<file path="src/rtl/cory_stream_monitor_if.sv">
// Valid/ready stream bundle observed by cory_stream_monitor.
// The source uses master, the sink uses slave, and a passive observer uses monitor.
interface cory_stream_monitor_if #(
    parameter int N = 8
);
    logic         v;
    logic [N-1:0] d;
    logic         r;

    modport master  (output v, output d, input  r);
    modport slave   (input  v, input  d, output r);
    modport monitor (input  v, input  d, input  r);
endinterface

</file>
<file path="src/rtl/cory_stream_monitor.sv">
// Passive valid/ready stream observer: cycle statistics, XOR checksum of
// transferred data, and handshake protocol checks (valid drop, data change while stalled).
module cory_stream_monitor #(
    parameter int N  = 8,
    parameter int CW = 32
) (
    input  logic                   clk,
    input  logic                   reset,
    cory_stream_monitor_if.monitor mon,
    input  logic                   i_clr,
    output logic [CW-1:0]          o_xfer_cnt,
    output logic [CW-1:0]          o_stall_cnt,
    output logic [CW-1:0]          o_idle_cnt,
    output logic [N-1:0]           o_last_d,
    output logic [N-1:0]           o_csum,
    output logic                   o_err_drop,
    output logic                   o_err_chg,
    output logic                   o_err
);

    typedef enum logic {
        P_NONE = 1'b0,
        P_HELD = 1'b1
    } pend_t;

    pend_t        pend;
    logic [N-1:0] pend_d;

    logic xfer;
    logic stall;
    logic idle;
    logic viol_drop;
    logic viol_chg;

    always_comb begin
        xfer      = mon.v & mon.r;
        stall     = mon.v & ~mon.r;
        idle      = ~mon.v;
        // Checks look only at valid and data; ready is irrelevant to both rules.
        viol_drop = (pend == P_HELD) & ~mon.v;
        viol_chg  = (pend == P_HELD) & mon.v & (mon.d != pend_d);
    end

    function automatic logic [CW-1:0] sat_inc(input logic [CW-1:0] c);
        return (&c) ? c : c + {{(CW-1){1'b0}}, 1'b1};
    endfunction

    always_ff @(posedge clk) begin
        // NOTE: every register here, including the pending tracker, is reset so that
        // a stall interrupted by reset can never produce an error afterwards.
        if (reset) begin
            pend        <= P_NONE;
            pend_d      <= '0;
            o_xfer_cnt  <= '0;
            o_stall_cnt <= '0;
            o_idle_cnt  <= '0;
            o_last_d    <= '0;
            o_csum      <= '0;
            o_err_drop  <= 1'b0;
            o_err_chg   <= 1'b0;
            o_err       <= 1'b0;
        end else begin
            // NOTE: non-blocking assignments, so the checks below compare against
            // the pend/pend_d values from the previous cycle.
            pend <= stall ? P_HELD : P_NONE;
            if (stall) begin
                pend_d <= mon.d;
            end

            o_err_drop <= viol_drop;
            o_err_chg  <= viol_chg;

            // A clear discards this cycle's events but leaves the tracker running.
            if (i_clr) begin
                o_xfer_cnt  <= '0;
                o_stall_cnt <= '0;
                o_idle_cnt  <= '0;
                o_last_d    <= '0;
                o_csum      <= '0;
                o_err       <= 1'b0;
            end else begin
                if (xfer) begin
                    o_xfer_cnt <= sat_inc(o_xfer_cnt);
                    o_last_d   <= mon.d;
                    o_csum     <= o_csum ^ mon.d;
                end
                if (stall) begin
                    o_stall_cnt <= sat_inc(o_stall_cnt);
                end
                if (idle) begin
                    o_idle_cnt <= sat_inc(o_idle_cnt);
                end
                if (viol_drop | viol_chg) begin
                    o_err <= 1'b1;
                end
            end
        end
    end

endmodule

</file>
<file path="src/flat_wrapper.sv">
// flat-port wrapper written by rule: the top's interface ports become plain ports
module cory_stream_monitor_flat 
#(
    parameter int N  = 8,
    parameter int CW = 32
)
  (clk, reset, i_clr, o_xfer_cnt, o_stall_cnt, o_idle_cnt, o_last_d, o_csum, o_err_drop, o_err_chg, o_err, mon_v, mon_d, mon_r);
  cory_stream_monitor_if #(.N(N)) mon_i ();
  input  logic clk;
  input  logic reset;
  input  logic i_clr;
  output logic [CW-1:0] o_xfer_cnt;
  output logic [CW-1:0] o_stall_cnt;
  output logic [CW-1:0] o_idle_cnt;
  output logic [N-1:0] o_last_d;
  output logic [N-1:0] o_csum;
  output logic o_err_drop;
  output logic o_err_chg;
  output logic o_err;
  input wire logic [$bits(mon_i.v)-1:0] mon_v;
  input wire logic [$bits(mon_i.d)-1:0] mon_d;
  input wire logic [$bits(mon_i.r)-1:0] mon_r;
  assign mon_i.v = mon_v;
  assign mon_i.d = mon_d;
  assign mon_i.r = mon_r;
  cory_stream_monitor #(.N(N), .CW(CW)) u_core (.clk(clk), .reset(reset), .mon(mon_i), .i_clr(i_clr), .o_xfer_cnt(o_xfer_cnt), .o_stall_cnt(o_stall_cnt), .o_idle_cnt(o_idle_cnt), .o_last_d(o_last_d), .o_csum(o_csum), .o_err_drop(o_err_drop), .o_err_chg(o_err_chg), .o_err(o_err));
endmodule
</file>
<file path="config.mk">
export PLATFORM = sky130hd
export DESIGN_NAME = cory_stream_monitor_flat
export DESIGN_NICKNAME = d
export VERILOG_FILES = /design/src/rtl/cory_stream_monitor_if.sv /design/src/rtl/cory_stream_monitor.sv /design/src/flat_wrapper.sv
export SDC_FILE = /design/constraint.sdc
export NUM_CORES = 1
export LEC_CHECK = 0
export CAP_MARGIN = 15
export CORE_UTILIZATION = 51
export CTS_BUF_LIST = sky130_fd_sc_hd__clkbuf_4
export DETAILED_ROUTE_END_ITERATION = 10
export PLACE_DENSITY_LB_ADDON = 0.3
export RECOVER_POWER = 50
export SYNTH_ARGS = -nofsm -noshare
export SYNTH_HDL_FRONTEND = slang
export SYNTH_SLANG_ARGS = --single-unit
</file>
<file path="constraint.sdc">
create_clock -name clk -period 2.7 [get_ports clk]
set_input_delay 0.405 -clock clk [delete_from_list [all_inputs] [get_ports clk]]
set_output_delay 0.405 -clock clk [all_outputs]
set_load 0.02 [all_outputs]
</file>
Word-level counts from Yosys, hierarchy flattened
Cells that the tools add are included.
Word-level totals
  bits in registers: 124
  memory bits (read-only): 0
  input bits: 13
  memories: 0
  output and inout bits: 115
  bits in latches: 0
  memory bits (writable): 0
  word-level logic and storage cells: 34
Cells by class
  shift operators: 0
  bitwise logic cells: 12
  add/sub/neg operators: 3
  $lt $le $gt $ge: 0
  $mul: 0
  mux-type cells: 1
  divide/modulo/power cells: 0
  reductions and logical operators: 7
  eq/ne operators: 1
Operators by type and width (number)
  adder 32 x 1 -> 32 bit (second input constant): 3
  AND reduction 32 bit: 3
  inequality test 8 bit: 1
  XOR 8 bit: 1
  AND reduction 2 bit: 3
  AND 1 bit: 5
  NOT 1 bit: 5
  OR reduction 2 bit: 1
  2-to-1 mux 1 bit: 1
  OR 1 bit: 1

Depth between registers and ports, before layout
  depth after elaboration: 3
  gate-level depth with buffers: 9
  depth with buffers taken out: 6

Least setup slack after synthesis
OpenSTA, ideal clock, no wires.
  path type: register to register
  from: register u_core.o_xfer_cnt[5]
  to: register u_core.o_xfer_cnt[31]
  period minus slack after synthesis: 2.488 ns
  path slack: 0.212 ns
  cell stages (with the launch flop): 8
  arrival: 2.418 ns
  required time: 2.630 ns
  setup time: 0.070 ns
  path through: dfxtp_1 > nand4_2 > or4_4 > buf_6 > or3_4 > buf_6 > or4_1 > a21oi_1
On the way
  cells in the longest elaborated chain, start to end: 3
Ends and longest elaborated chain
  start, declared: RTL line cory_stream_monitor.sv:11  | output logic [CW-1:0] o_xfer_cnt,
  start signal, assigned: RTL line cory_stream_monitor.sv:83  | o_xfer_cnt <= sat_inc(o_xfer_cnt);
  branches (longest 3 deep; another with adder 32 x 1 -> 32 bit)
Parallel ways; which one is timed is not known.
A chain may end at the register's enable or synchronous reset.

Worst setup path after layout
  from: input port reset
  to: register u_core.o_idle_cnt[30]
On the way
  cells in the longest elaborated chain, start to end: 1
Ends and longest elaborated chain
  start, declared: RTL line flat_wrapper.sv:10  | input logic reset;
  OR reduction 2 bit (no source line)
  end signal, assigned: RTL line cory_stream_monitor.sv:91  | o_idle_cnt <= sat_inc(o_idle_cnt);
  end, declared: RTL line cory_stream_monitor.sv:13  | output logic [CW-1:0] o_idle_cnt,
No other way between the ends.

==> results by group <==
Status
  – Status: finished, final reports clean

Run
  – Number of maximum-capacitance violations: 0

Floorplanning
  – Number of rows created at floorplan: 38
  – Overall die width: 109.4 um
  – Die Y-Extent: 109.4 um
  – Initial core utilization: 53.37%
  – Placeable core region: 11030 um2
  – # IOs: ~130
  – Area of the die: 11980 um2

Global routing
  – Gr ovfl total: 0
  – First-pass GRT wire length: 26660 um
  – Maximum number of pins on one net before global-route repair: 32
  – Number of antenna violations at the first check in global routing: 0
  – Total routing resource utilization after global routing: 28.14%
  – Number of global-route vias before repair: 5810

Placed design
  – Number of instances in the placed design: 970
  – Post-placement worst setup slack: 126.7 ps
  – Dpl hpwl: 11580 um
  – Count of buffers from port buffering: 127
  – Gpl congestion: roughly 0.84

Clocking
  – CTS tree: yes
  – Max H-tree Level: 4
  – Number of hold buffers added after CTS: 0
  – Setup repair bufs after CTS: 0
  – Buffer type at the clock tree root: clkbuf_4
  – Clock latency on the worst-skew pair: 550 ps
  – Clock input transition at the sequential cells of the worst setup and hold paths: 110 ps
  – Sinks on Clock Net: 124
  – CTS Buffer Depth: 2
  – Num CTS Buffers: 17

Timing
  – Setup TNS: 0 ps
  – RSZ-0062 raised after global routing: false
  – Share of the clock period used by the worst path: 92.33%
  – Final count of pins violating max slew: 0
  – Highest clock rate: 0.4011 GHz
  – Max_slew headroom: around 2.5%
  – Final setup skew: ~20 ps
  – Period minus WS final: 2493 ps
  – Final number of setup-violating endpoints: 0
  – Setup slack after layout: 207.0 ps
  – Final hold violations: 0
  – Final hold slack: 464.5 ps
  – Slew at the pin closest to its max-slew limit: around 1500 ps

Detailed routing
  – DRT antenna net count: 0
  – Drt first pass iters: 6
  – DRC violation count after routing: 0
  – Total Routed Length: roughly 16000 um
  – Detailed-route wire length per cell: approximately 16 um
  – Total number of vias: just over 6000
  – Routed via count divided by cell count: 6.053
  – Iteration-0 DRC count of the detailed router: approximately 380

Pwr
  – Combinational fraction of design power: 5.1%
  – Switching part of the total: 24.68%
  – Max rail drop VDD: 0.0004342 V
  – Leakage power total: 2.764 nW
  – Power density over cell area: 455.1 nW/um2
  – Fraction of power consumed by sequential logic: 52.8%
  – Switching Power: 0.8660 mW
  – Total internal power: 2.643 mW
  – Portion of total power attributed to the clock network: roughly 42%

Critical path
  – Category of the critical setup timing path: input port to register
  – Peak fanout along the critical path: 31
  – Setup crit end kind: register
  – Required time at the worst-slack endpoint: 3140 ps
  – Endpoint of the lowest-slack register-to-register path: u_core.o_xfer_cnt[27]
  – Endpoint arrival time on the critical path: approximately 3000 ps
  – R2r startpoint: u_core.o_xfer_cnt[5]
  – Worst Reg2Reg Path Length in Cells: 5
  – Slack of the worst reg-to-reg path: 230 ps
  – Launching element type of the critical path: input port

Synthesis
  – Number of warning messages in the yosys log: 0
  – Post-synthesis cell count: about 710
  – Synthesized area divided by synthesized cell count: 8.315 um2
  – Async set-reset flop share out of synthesis: 0%
  – Syn Nets: approximately 720
  – Flip-flop and latch count after synthesis: 124
  – Sequential area share after synthesis: 42.17%
  – Number of different library cells in the post-synthesis netlist: 54
  – Primary FF master, synth: dfxtp_1
  – Number of synthesized flops with an enable pin: 0
  – Cell area after synthesis: 5887 um2

Cells and area
  – Diode count: 0
  – Final cell count without fillers: between 1000 and 1500
  – Area overhead of the layout relative to synthesis: 30.97%
  – Final-stage net count: 865
  – Share of final-layout standard cells stronger than drive strength 1: approximately 8.8%

Min path
  – Hold Startpoint: u_core.o_last_d[0]
  – Worst Hold Endpoint: u_core.o_last_d[0]
  – Class of the tightest hold or removal check: register to register
  – Count of cells along the worst hold path: 2
==> worst max-delay path by stage <==
stage / start / to / slack, ps / cells after the start
6_report: reset / u_core.o_idle_cnt[30] / 210 / 5
5_1_grt: u_core.o_stall_cnt[10] / u_core.o_stall_cnt[30] / 20 / 5
4_1_cts: u_core.o_stall_cnt[10] / u_core.o_stall_cnt[25] / 210 / 6
3_5_place_dp: mon_v / u_core.o_stall_cnt[28] / 130 / 7
3_3_place_gp: mon_v / u_core.o_stall_cnt[12] / 200 / 6
2_1_floorplan: u_core.o_xfer_cnt[5] / u_core.o_xfer_cnt[31] / 210 / 7
==> state kept, by name, indices dropped and copies added, names as in the netlist <==
| register | flops |
|---|---|
| u_core.o_idle_cnt | 32 |
| u_core.o_stall_cnt | 32 |
| u_core.o_xfer_cnt | 32 |
| u_core.o_csum | 8 |
| u_core.o_last_d | 8 |
| u_core.pend_d | 8 |
| u_core.o_err | 1 |
| u_core.o_err_chg | 1 |
| u_core.o_err_drop | 1 |
| u_core.pend | 1 |
==> worst max-delay path, stage by stage <==
cell           delay (ps)
dlygate4sd3_1         560
or2_2                 400
clkbuf_1             1110
nor2_1                130
a41o_1                310
==> power by group through the flow <==
stage	clock network, mW	logic, mW	registers (mW)
final	1.48	0.178	1.85
after global routing	1.58	0.195	1.86
after detailed placement	0	0.185	1.90
after floorplan	0	0.0912	1.90
after global placement	0	0.179	1.89
after CTS	1.49	0.186	1.85
==> layer usage <==
metal  up-vias  share of wire, %  GRT usage [%]
li1       2941                 -              -
met4         0               1.1          11.90
met5         -                 0              0
met2       271                49          47.62
met1      2836                42          34.35
met3        17               8.5          6.343
==> cell usage in the layout (no fill, tap or decap), types with 14 or more instances in the layout <==
cell / synthesis / layout
nand3_1: 35 / 35
or4_1: 28 / 28
clkdlybuf4s50_1: 0 / 56
dfxtp_1: 124 / 124
nor2_1: 61 / 61
o21ai_0: 19 / 19
nand4_1: 28 / 28
dlygate4sd3_1: 0 / 71
or3_1: 24 / 24
buf_4: 0 / 22
a21oi_1: 64 / 64
nand2_1: 85 / 85
xnor2_1: 29 / 29
o31ai_1: 21 / 20
inv_1: 14 / 14
clkbuf_4: 0 / 17
==> through the flow <==
| step | utilization, % | power, mW | instance area [um2] |
|---|---|---|---|
| floorplan | - | 1.996 | 5887 |
| global placement | 67.20 | 2.074 | 7412 |
| detailed placement | 67.20 | 2.081 | 7412 |
| CTS | 70.13 | 3.533 | 7736 |
| global route | 69.90 | 3.627 | 7710 |
| finish | 69.90 | 3.509 | 7710 |
==> synthesized netlist by cell type, drive strengths merged, types with 3 or more instances <==
| library cell | number | share of area [%] |
|---|---|---|
| ha | 3 | 0.64 |
| and3 | 11 | 1.2 |
| dfxtp | 124 | 42 |
| a21oi | 64 | 5.4 |
| nand2 | 85 | 5.4 |
| buf | 8 | 0.81 |
| and4 | 12 | 1.8 |
| or4 | 33 | 4.4 |
| xnor2 | 29 | 4.3 |
| nor3 | 10 | 0.85 |
| a2111oi | 3 | 0.45 |
| o211ai | 8 | 1.0 |
| a31o | 10 | 1.5 |
| mux2i | 10 | 1.7 |
| inv | 14 | 0.89 |
| nor2 | 61 | 3.9 |
| o21ai | 21 | 1.8 |
| a211oi | 4 | 0.51 |
| nand3 | 35 | 3.0 |
| or2 | 3 | 0.32 |
| nor4 | 11 | 1.2 |
| o31ai | 21 | 2.7 |
| or3 | 27 | 3.0 |
| nand4 | 29 | 3.2 |
| xor2 | 12 | 1.8 |
| a41o | 5 | 0.85 |
| a31oi | 8 | 0.85 |
| clkbuf | 27 | 1.7 |
==> final cells by class <==
type / instances / area (um2)
Fill cell: 923 / 3321
Timing Repair Buffer: 157 / 1468
Sequential cell: 124 / 2482
Tap cell: 140 / 175.2
Multi-Input combinational cell: 535 / 3208
Clock inverter: 15 / 196.4
Clock buffer: 17 / 127.6
Inverter: 14 / 52.55
==> cells by family (layout without fill, tap and decap cells) <==
family | count (synthesis) | in the layout | synth area share [%]
AND/OR/NAND/NOR | 325 | 325 | 29.16
AO/OA/AOI/OAI | 156 | 156 | 16.81
flip-flops | 124 | 124 | 42.17
buffers and inverters | 49 | 203 | 3.422
XOR/XNOR | 41 | 41 | 6.100
multiplexers | 10 | 10 | 1.700
adder cells (fa/ha/maj) | 3 | 3 | 0.6377
==> what timing repair did <==
action / in CTS / in global routing
gates resized for setup: 0 / 1
setup endpoints to repair: 0 / 1
hold endpoints to repair: 0 / 0
(Power assumes the default switching activity.)
